`config.mk`:
```
export PLATFORM = sky130hd
export DESIGN_NAME = router_fsm_flat
export DESIGN_NICKNAME = d
export VERILOG_FILES = /design/src/rtl/router_pkg.sv /design/src/rtl/router_fsm_if.sv /design/src/rtl/router_fsm.sv /design/src/flat_wrapper.sv
export SDC_FILE = /design/constraint.sdc
export NUM_CORES = 1
export LEC_CHECK = 0
export CAP_MARGIN = 20
export CORE_AREA = 2 2 39 41
export CTS_BUF_LIST = sky130_fd_sc_hd__clkbuf_4 sky130_fd_sc_hd__clkbuf_8 sky130_fd_sc_hd__clkbuf_16
export DETAILED_ROUTE_END_ITERATION = 16
export DIE_AREA = 0 0 41 43
export GPL_ROUTABILITY_DRIVEN = 0
export HOLD_SLACK_MARGIN = 0.15
export PLACE_DENSITY = 0.83
export SETUP_SLACK_MARGIN = 0.15
export SLEW_MARGIN = 20
export SYNTH_ARGS = -nofsm -noshare
export SYNTH_HDL_FRONTEND = slang
export SYNTH_SLANG_ARGS = --single-unit
```
`constraint.sdc`:
```
create_clock -name clock -period 2.1 [get_ports clock]
set_clock_uncertainty 0.05 [all_clocks]
set_input_delay 0.42 -clock clock [delete_from_list [all_inputs] [get_ports clock]]
set_output_delay 0.42 -clock clock [all_outputs]
set_load 0.03 [all_outputs]
```
`src/rtl/router_pkg.sv`:
```
// Shared types and constants for the 1x3 router ingress control FSM.
package router_pkg;

    localparam int ROUTER_ADDR_W = 2;
    localparam int ROUTER_N_DEST = 3;

    typedef enum logic [2:0] {
        DECODE_ADDRESS     = 3'd0,
        LOAD_FIRST_DATA    = 3'd1,
        LOAD_DATA          = 3'd2,
        FIFO_FULL_STATE    = 3'd3,
        LOAD_AFTER_FULL    = 3'd4,
        LOAD_PARITY        = 3'd5,
        CHECK_PARITY_ERROR = 3'd6,
        WAIT_TILL_EMPTY    = 3'd7
    } router_state_e;

endpackage

```
`src/rtl/router_fsm_if.sv`:
```
// Bundle of source/datapath signals seen by the router control FSM.
interface router_fsm_if
    import router_pkg::*;
#(
    parameter int N_DEST = ROUTER_N_DEST
);

    // Source handshake: a byte is taken on every rising edge where pkt_valid=1
    // and busy=0; while busy=1 the source holds its current byte and pkt_valid.
    logic                     pkt_valid;
    logic [ROUTER_ADDR_W-1:0] data_in;
    logic                     fifo_full;
    logic [N_DEST-1:0]        fifo_empty;
    logic [N_DEST-1:0]        soft_reset;
    logic                     parity_done;
    logic                     low_pkt_valid;

    logic                     detect_add;
    logic                     lfd_state;
    logic                     ld_state;
    logic                     full_state;
    logic                     laf_state;
    logic                     write_enb_reg;
    logic                     rst_int_reg;
    logic                     busy;
    logic [ROUTER_ADDR_W-1:0] addr_q;

    modport master (
        output pkt_valid, data_in, fifo_full, fifo_empty, soft_reset,
               parity_done, low_pkt_valid,
        input  detect_add, lfd_state, ld_state, full_state, laf_state,
               write_enb_reg, rst_int_reg, busy, addr_q
    );

    modport slave (
        input  pkt_valid, data_in, fifo_full, fifo_empty, soft_reset,
               parity_done, low_pkt_valid,
        output detect_add, lfd_state, ld_state, full_state, laf_state,
               write_enb_reg, rst_int_reg, busy, addr_q
    );

endinterface

```
`src/rtl/router_fsm.sv`:
```
// Ingress control FSM: sequences header, payload and parity into the selected
// destination FIFO and drives source back-pressure; outputs are a Moore decode.
module router_fsm
    import router_pkg::*;
#(
    parameter int N_DEST = ROUTER_N_DEST
) (
    input  logic       clock,
    input  logic       resetn,
    router_fsm_if.slave bus,
    output logic [2:0] state_dbg
);

    localparam logic [2:0] S_DA  = DECODE_ADDRESS;
    localparam logic [2:0] S_LFD = LOAD_FIRST_DATA;
    localparam logic [2:0] S_LD  = LOAD_DATA;
    localparam logic [2:0] S_FFS = FIFO_FULL_STATE;
    localparam logic [2:0] S_LAF = LOAD_AFTER_FULL;
    localparam logic [2:0] S_LP  = LOAD_PARITY;
    localparam logic [2:0] S_CPE = CHECK_PARITY_ERROR;
    localparam logic [2:0] S_WTE = WAIT_TILL_EMPTY;

    logic [2:0] state;
    logic [2:0] next_state;
    logic       addr_ok;
    logic [3:0] empty_ext;
    logic [3:0] sreset_ext;

    assign addr_ok   = ({30'd0, bus.data_in} < 32'(N_DEST));
    assign state_dbg = state;

    // Widen the per-FIFO flags so a 2-bit address can index them for any N_DEST.
    always_comb begin
        empty_ext               = '0;
        sreset_ext              = '0;
        empty_ext[N_DEST-1:0]   = bus.fifo_empty;
        sreset_ext[N_DEST-1:0]  = bus.soft_reset;
    end

    always_comb begin
        next_state = state;
        if (state != S_DA && sreset_ext[bus.addr_q]) begin
            next_state = S_DA;
        end else begin
            case (state)
                S_DA: begin
                    if (bus.pkt_valid && addr_ok)
                        next_state = empty_ext[bus.data_in] ? S_LFD : S_WTE;
                end
                S_WTE:   if (empty_ext[bus.addr_q]) next_state = S_LFD;
                S_LFD:   next_state = S_LD;
                S_LD: begin
                    if (bus.fifo_full)       next_state = S_FFS;
                    else if (!bus.pkt_valid) next_state = S_LP;
                end
                S_FFS:   if (!bus.fifo_full) next_state = S_LAF;
                S_LAF: begin
                    if (bus.parity_done)        next_state = S_DA;
                    else if (bus.low_pkt_valid) next_state = S_LP;
                    else                        next_state = S_LD;
                end
                S_LP:    next_state = S_CPE;
                S_CPE:   next_state = bus.fifo_full ? S_FFS : S_DA;
                default: next_state = S_DA;
            endcase
        end
    end

    always_ff @(posedge clock or negedge resetn) begin
        if (!resetn) begin
            state      <= S_DA;
            bus.addr_q <= '0;
        end else begin
            state <= next_state;
            if (state == S_DA && bus.pkt_valid && addr_ok)
                bus.addr_q <= bus.data_in;
        end
    end

    always_comb begin
        bus.detect_add    = (state == S_DA);
        bus.lfd_state     = (state == S_LFD);
        bus.ld_state      = (state == S_LD);
        bus.full_state    = (state == S_FFS);
        bus.laf_state     = (state == S_LAF);
        bus.rst_int_reg   = (state == S_CPE);
        bus.write_enb_reg = (state == S_LD) || (state == S_LAF) || (state == S_LP);
        bus.busy          = (state != S_DA) && (state != S_LD);
    end

endmodule

```
`src/flat_wrapper.sv`:
```
// flat-port wrapper written by rule: the top's interface ports become plain ports
module router_fsm_flat import router_pkg::*;
#(
    parameter int N_DEST = ROUTER_N_DEST
)
  (clock, resetn, state_dbg, bus_pkt_valid, bus_data_in, bus_fifo_full, bus_fifo_empty, bus_soft_reset, bus_parity_done, bus_low_pkt_valid, bus_detect_add, bus_lfd_state, bus_ld_state, bus_full_state, bus_laf_state, bus_write_enb_reg, bus_rst_int_reg, bus_busy, bus_addr_q);
  router_fsm_if #(.N_DEST(N_DEST)) bus_i ();
  input  logic clock;
  input  logic resetn;
  output logic [2:0] state_dbg;
  input wire logic [$bits(bus_i.pkt_valid)-1:0] bus_pkt_valid;
  input wire logic [$bits(bus_i.data_in)-1:0] bus_data_in;
  input wire logic [$bits(bus_i.fifo_full)-1:0] bus_fifo_full;
  input wire logic [$bits(bus_i.fifo_empty)-1:0] bus_fifo_empty;
  input wire logic [$bits(bus_i.soft_reset)-1:0] bus_soft_reset;
  input wire logic [$bits(bus_i.parity_done)-1:0] bus_parity_done;
  input wire logic [$bits(bus_i.low_pkt_valid)-1:0] bus_low_pkt_valid;
  output wire logic [$bits(bus_i.detect_add)-1:0] bus_detect_add;
  output wire logic [$bits(bus_i.lfd_state)-1:0] bus_lfd_state;
  output wire logic [$bits(bus_i.ld_state)-1:0] bus_ld_state;
  output wire logic [$bits(bus_i.full_state)-1:0] bus_full_state;
  output wire logic [$bits(bus_i.laf_state)-1:0] bus_laf_state;
  output wire logic [$bits(bus_i.write_enb_reg)-1:0] bus_write_enb_reg;
  output wire logic [$bits(bus_i.rst_int_reg)-1:0] bus_rst_int_reg;
  output wire logic [$bits(bus_i.busy)-1:0] bus_busy;
  output wire logic [$bits(bus_i.addr_q)-1:0] bus_addr_q;
  assign bus_i.pkt_valid = bus_pkt_valid;
  assign bus_i.data_in = bus_data_in;
  assign bus_i.fifo_full = bus_fifo_full;
  assign bus_i.fifo_empty = bus_fifo_empty;
  assign bus_i.soft_reset = bus_soft_reset;
  assign bus_i.parity_done = bus_parity_done;
  assign bus_i.low_pkt_valid = bus_low_pkt_valid;
  assign bus_detect_add = bus_i.detect_add;
  assign bus_lfd_state = bus_i.lfd_state;
  assign bus_ld_state = bus_i.ld_state;
  assign bus_full_state = bus_i.full_state;
  assign bus_laf_state = bus_i.laf_state;
  assign bus_write_enb_reg = bus_i.write_enb_reg;
  assign bus_rst_int_reg = bus_i.rst_int_reg;
  assign bus_busy = bus_i.busy;
  assign bus_addr_q = bus_i.addr_q;
  router_fsm #(.N_DEST(N_DEST)) u_core (.clock(clock), .resetn(resetn), .bus(bus_i), .state_dbg(state_dbg));
endmodule
```
Word level (Yosys, flattened, before mapping):

Cells that the tools add are included.

* register bits after elaboration: 5
* output and inout bits: 13
* logic and storage cells: 44

* reductions and logical operators: 10
* magnitude comparators: 3
* multiplexer cells: 17
* eq/ne operators: 12

Operator list (number)
* 3-bit 2-to-1 mux: 9
* 3-bit case mux with 8 select lines: 1
* 3-bit equality test (second input constant): 4
* 1-bit binary-select mux with 2-bit select: 3
* 3-bit by 2-bit equality test with 1-bit output (second input constant): 2
* 2-bit by 3-bit < comparator with 1-bit output (second input constant): 2
* 3-bit by 1-bit != test with 1-bit output (second input constant): 2
* 3-bit by 2-bit != test with 1-bit output (second input constant): 2
* 1-bit logical AND: 5
* 4-bit by 3-bit != test with 1-bit output (second input constant): 1
* 4-bit AND reduction: 1
* 3-bit by 1-bit equality test with 1-bit output (second input constant): 1
* 3-bit logical NOT: 1
* 1-bit 2-to-1 mux: 3
* 3-bit nonzero test: 1
* 1-bit logical OR: 2
* 2-bit < comparator (second input constant): 1
* 2-bit 2-to-1 mux: 1

Depth between registers and ports, before layout:

* depth in word-level cells: 6
* mapped depth: 6
* depth with buffers taken out: 5

Least setup slack after synthesis:

Ideal clock, no wire load.

* path type: register to output
* start point: reg u_core.state[2], in the netlist u_core.state_dbg[2]
* end point: out bus_write_enb_reg
* setup slack: -0.127 ns
* cell stages (with the launch flop): 5
* required time: 1.630 ns
* buffers on the path: 1
* data arrival time: 1.757 ns
* cell sequence: dfrtp_1 clkbuf_2 or2_4 nor2_1 a21o_1

* cells in the longest elaborated chain, start to end: 3

RTL lines
* start: declaration: line router_fsm.sv:23 `logic [2:0] state;`
* start signal: assignment: line router_fsm.sv:74 `state <= next_state;`
* 3-bit by 2-bit equality test with 1-bit output
* named net bus_ld_state: line flat_wrapper.sv:20 `output wire logic [$bits(bus_i.ld_state)-1:0] bus_ld_state;`
* 1-bit logical OR (2 in series): line router_fsm.sv:87 `bus.write_enb_reg = (state == S_LD) || (state == S_LAF) || (state == S_LP);`
* end: declaration: line flat_wrapper.sv:23 `output wire logic [$bits(bus_i.write_enb_reg)-1:0] bus_write_enb_reg;`

The timed path passes the listed nets, and every way through them passes these cells.

Worst setup path after layout:

* start point: reg u_core.state[1], in the netlist u_core.state_dbg[1]
* end point: out state_dbg[1]

RTL lines
* end: declaration: line flat_wrapper.sv:10 `output logic [2:0] state_dbg;`

No word-level cell between the ends.

==> results.rst <==
.. list-table::
   :header-rows: 1

   * - Metric
     - Value
   * - Worst reg-to-reg path cell count
     - 6
   * - Power spent charging and discharging nets
     - 569 uW
   * - Internal power summed over all cells
     - 574 uW
   * - Sequential share of the synthesized area
     - 0.273
   * - All-Layer GR Usage
     - 0.165
   * - Required @ worst endpoint
     - 1.63 ns
   * - Max transition margin
     - 0.777
   * - Area of placed instances
     - 753 um2
   * - Routed via count divided by cell count
     - 4.99
   * - Post-CTS Setup Repair Bufs
     - 0
   * - Top library cells by usage in the layout, fill and taps aside
     - 16 x sky130_fd_sc_hd__clkdlybuf4s50_1, 8 x sky130_fd_sc_hd__nor2_1, 5 x sky130_fd_sc_hd__a21oi_1, 5 x sky130_fd_sc_hd__buf_4
   * - Met1 track utilization from global routing
     - 0.237
   * - Seq. cell area
     - 126 um2
   * - Leftover overflow at the end of global routing
     - 0
   * - Count of endpoints failing hold in the final timing report
     - 0
   * - Achievable Freq
     - 531 MHz
   * - Ratio of final minimum period to clock period
     - 0.898
   * - Final worst slack
     - 0.215 ns
   * - Area taken by multi-input logic gates
     - 319 um2
   * - Highest-delay cell along the critical path
     - sky130_fd_sc_hd__clkdlybuf4s50_1
   * - Via count of the first global-routing pass
     - 475
   * - Part of the power in registers
     - 0.190
   * - Synthesized netlist cell count
     - 57
   * - Areal power density over the cells
     - 1470 nW/um2
   * - Global route hottest layer
     - met1
   * - Number of distinct standard cells referenced by the synthesized netlist
     - 28
   * - Clock period minus worst slack
     - 1.88 ns
   * - Peak ir drop on the vdd network
     - 0.660 mV
   * - Setup-failing EPs final
     - 0
   * - Worst path cell trace
     - clkdlybuf4s50_1
   * - Launching element of the worst setup path
     - u_core.state_dbg[1]
   * - Number of vias after detailed routing
     - 514
   * - Met2 usage in global routing
     - 0.228
   * - Routed WL
     - 1.15 mm
   * - CTS Root Buffer Type
     - sky130_fd_sc_hd__clkbuf_4
   * - Buffer and inverter count on the worst path
     - 1
   * - Die height
     - 43 um
   * - Routed wirelength normalized by instance count
     - 11.2 um
   * - Pre-antenna DRT Iters
     - 4
   * - Clock tree from TritonCTS
     - built
   * - Diodes inserted
     - 0
   * - Design area
     - 776 um2
   * - Cell area after synthesis
     - 458 um2
   * - Most used DFF post-synth
     - sky130_fd_sc_hd__dfrtp_1
   * - Met3 Usage GRT
     - 0.0314
   * - Port-buffer cells
     - 26
   * - Kind of critical path
     - register to output pin
   * - Switching power share of the total
     - 0.498
   * - Origin of the critical flop-to-flop path
     - u_core.state_dbg[1]
   * - Mean post-synth cell area
     - 8.03 um2
   * - Worst-case setup slack after placement
     - 0.0871 ns
   * - Net total in the final layout
     - 102
   * - Detailed-placement wirelength estimate
     - 944 um
   * - Startpoint type of the worst setup path
     - register
   * - Adder and majority cell fraction of the synthesized area
     - 0
   * - Count of filler cells inserted in the layout
     - 135
   * - Area fraction in and, or, nand and nor cells after synthesis
     - 0.298
   * - Combinational family with the most area after synthesis
     - compound AO/OA/AOI/OAI gates
   * - Sink Count
     - 5
   * - Total chip power
     - 1.14 mW
   * - Floorplan Core Area
     - 1380 um2
   * - Worst-margin pin slew
     - 0.333 ns
   * - Critical path peak fanout
     - 8
   * - Combinational power share
     - 0.705
   * - Clock network latency to the later pin of the worst-skew pair
     - 0.23 ns
   * - Final core utilization
     - 0.561
   * - Initial antenna violation count
     - 0
   * - Synth-to-Final Area Change
     - 69.4%
   * - Std cell rows
     - 14
   * - Worst R2R Setup Slack
     - 0.44 ns
   * - Unrepaired setup endpoints after global routing
     - no
   * - Critical Path Sink
     - state_dbg[1]
   * - FF+latch count, synth
     - 5
   * - Final total negative setup slack
     - 0 ns
   * - Post-DRT Antenna Nets
     - 0
   * - Clk buf depth
     - 2
   * - Full die area
     - 1760 um2
   * - Most frequent standard cell in the layout excluding fill and tap cells
     - sky130_fd_sc_hd__clkdlybuf4s50_1
   * - Count of unresolved DRC violations after routing
     - 0
   * - Clock slew at reported path FFs
     - 0.04 ns
   * - Worst hold path type
     - primary input to asynchronous set/reset pin
   * - Total I/O pin count
     - 27
   * - Global-route wire length before repair
     - 2.01 mm
   * - Count of maximum capacitance violations
     - 0
   * - Kind of cell adding the most delay to the critical path
     - buffers and inverters
   * - Crit. path cell count
     - 1
   * - Die boundary width
     - 41 um
   * - Complex-gate fraction of the synthesized area
     - 0.306
   * - Violation count after the first detailed-routing iteration
     - 7
   * - Leakage power summed over all cells
     - 0.343 nW
   * - Largest net degree at the start of global routing
     - 11
   * - Capturing element type of the critical path
     - output pin
   * - Final slew viol count
     - 0
   * - Fraction of power consumed by the clock network
     - 0.104
   * - EDFF count, synth
     - 0
   * - Endpoint arrival time on the critical path
     - 1.41 ns
   * - Run status
     - complete, no violations
   * - H-tree depth
     - 1
   * - Crit path largest cell delay
     - 0.72 ns
   * - Number of clock buffers inserted by TritonCTS
     - 3
   * - Count of synthesis-stage warnings from yosys
     - 0
   * - Share of layout cells above drive strength 1
     - 0.253
   * - Mapped Nets
     - 71
   * - Synth Area in XOR/XNOR
     - 0
   * - Multiplexer share of the synthesized area
     - 0.0656
   * - Reg-to-reg endpoint
     - u_core.state_dbg[2]
   * - Async set or reset register ratio after synthesis
     - 1.00
   * - Effective utilization at floorplan
     - 0.331
[power by group through the flow]
stage / sequential (mW) / combinational (mW) / clock [mW]
2_1_floorplan: 0.271 / 0.488 / 0
3_3_place_gp: 0.216 / 0.849 / 0
3_5_place_dp: 0.217 / 0.853 / 0
4_1_cts: 0.216 / 0.817 / 0.127
5_1_grt: 0.232 / 0.879 / 0.131
6_report: 0.218 / 0.807 / 0.119
[stage by stage]
step	std cells	hold slack [ns]
2_1_floorplan	57	0.0744
3_3_place_gp	99	0.568
3_5_place_dp	99	0.554
4_1_cts	103	0.343
5_1_grt	103	0.352
6_report	103	0.346
[cell usage after synthesis, types with 2 or more instances]
master / number / share of area
sky130_fd_sc_hd__nor2_1: 9 / 0.074
sky130_fd_sc_hd__buf_2: 2 / 0.022
sky130_fd_sc_hd__nand2_1: 3 / 0.025
sky130_fd_sc_hd__dfrtp_1: 5 / 0.27
sky130_fd_sc_hd__o21ai_0: 2 / 0.022
sky130_fd_sc_hd__o21a_1: 2 / 0.033
sky130_fd_sc_hd__inv_1: 3 / 0.025
sky130_fd_sc_hd__a21oi_1: 5 / 0.055
sky130_fd_sc_hd__mux2i_1: 3 / 0.066
sky130_fd_sc_hd__o22ai_1: 2 / 0.027
sky130_fd_sc_hd__nor3b_1: 4 / 0.066
[kinds of logic after synthesis]
group                  after synthesis
AND/OR/NAND/NOR                     24
AO/OA/AOI/OAI                       19
buffers and inverters                6
flip-flops                           5
multiplexers                         3
[repair_timing]
item / CTS / global route
hold buffers: 0 / 0
endpoints found under the setup margin: 7 / 6
resized for setup: 9 / 8
pin swaps: 0 / 0
gates cloned: 0 / 0
[layout make-up]
type                    instances  area share
clock buffers                   4      0.0387
inverters                       3      0.0145
flip-flops and latches          5       0.163
repair buffers                 29       0.347
multi-input cells              46       0.411
well taps                      16      0.0258
[how the worst min path moves through the flow]
stage / end / start / slack (ns)
2_1_floorplan: u_core.bus.addr_q[0] / resetn / 0.07
3_3_place_gp: u_core.bus.addr_q[0] / u_core.bus.addr_q[0] / 0.57
3_5_place_dp: u_core.bus.addr_q[0] / u_core.bus.addr_q[0] / 0.55
4_1_cts: u_core.state_dbg[1] / resetn / 0.34
5_1_grt: u_core.bus.addr_q[0] / resetn / 0.35
6_report: u_core.bus.addr_q[1] / resetn / 0.35
[sequential cells by signal, indices dropped and copies added (netlist names)]
register	count
u_core.state_dbg	3
u_core.bus.addr_q	2
[layer usage]
metal,routed length [um],vias up
met5,0,-
met3,45,0
li1,-,270
met2,553,10
met1,550,234
met4,0,0
Note: power is estimated with default switching activity, not from simulation.
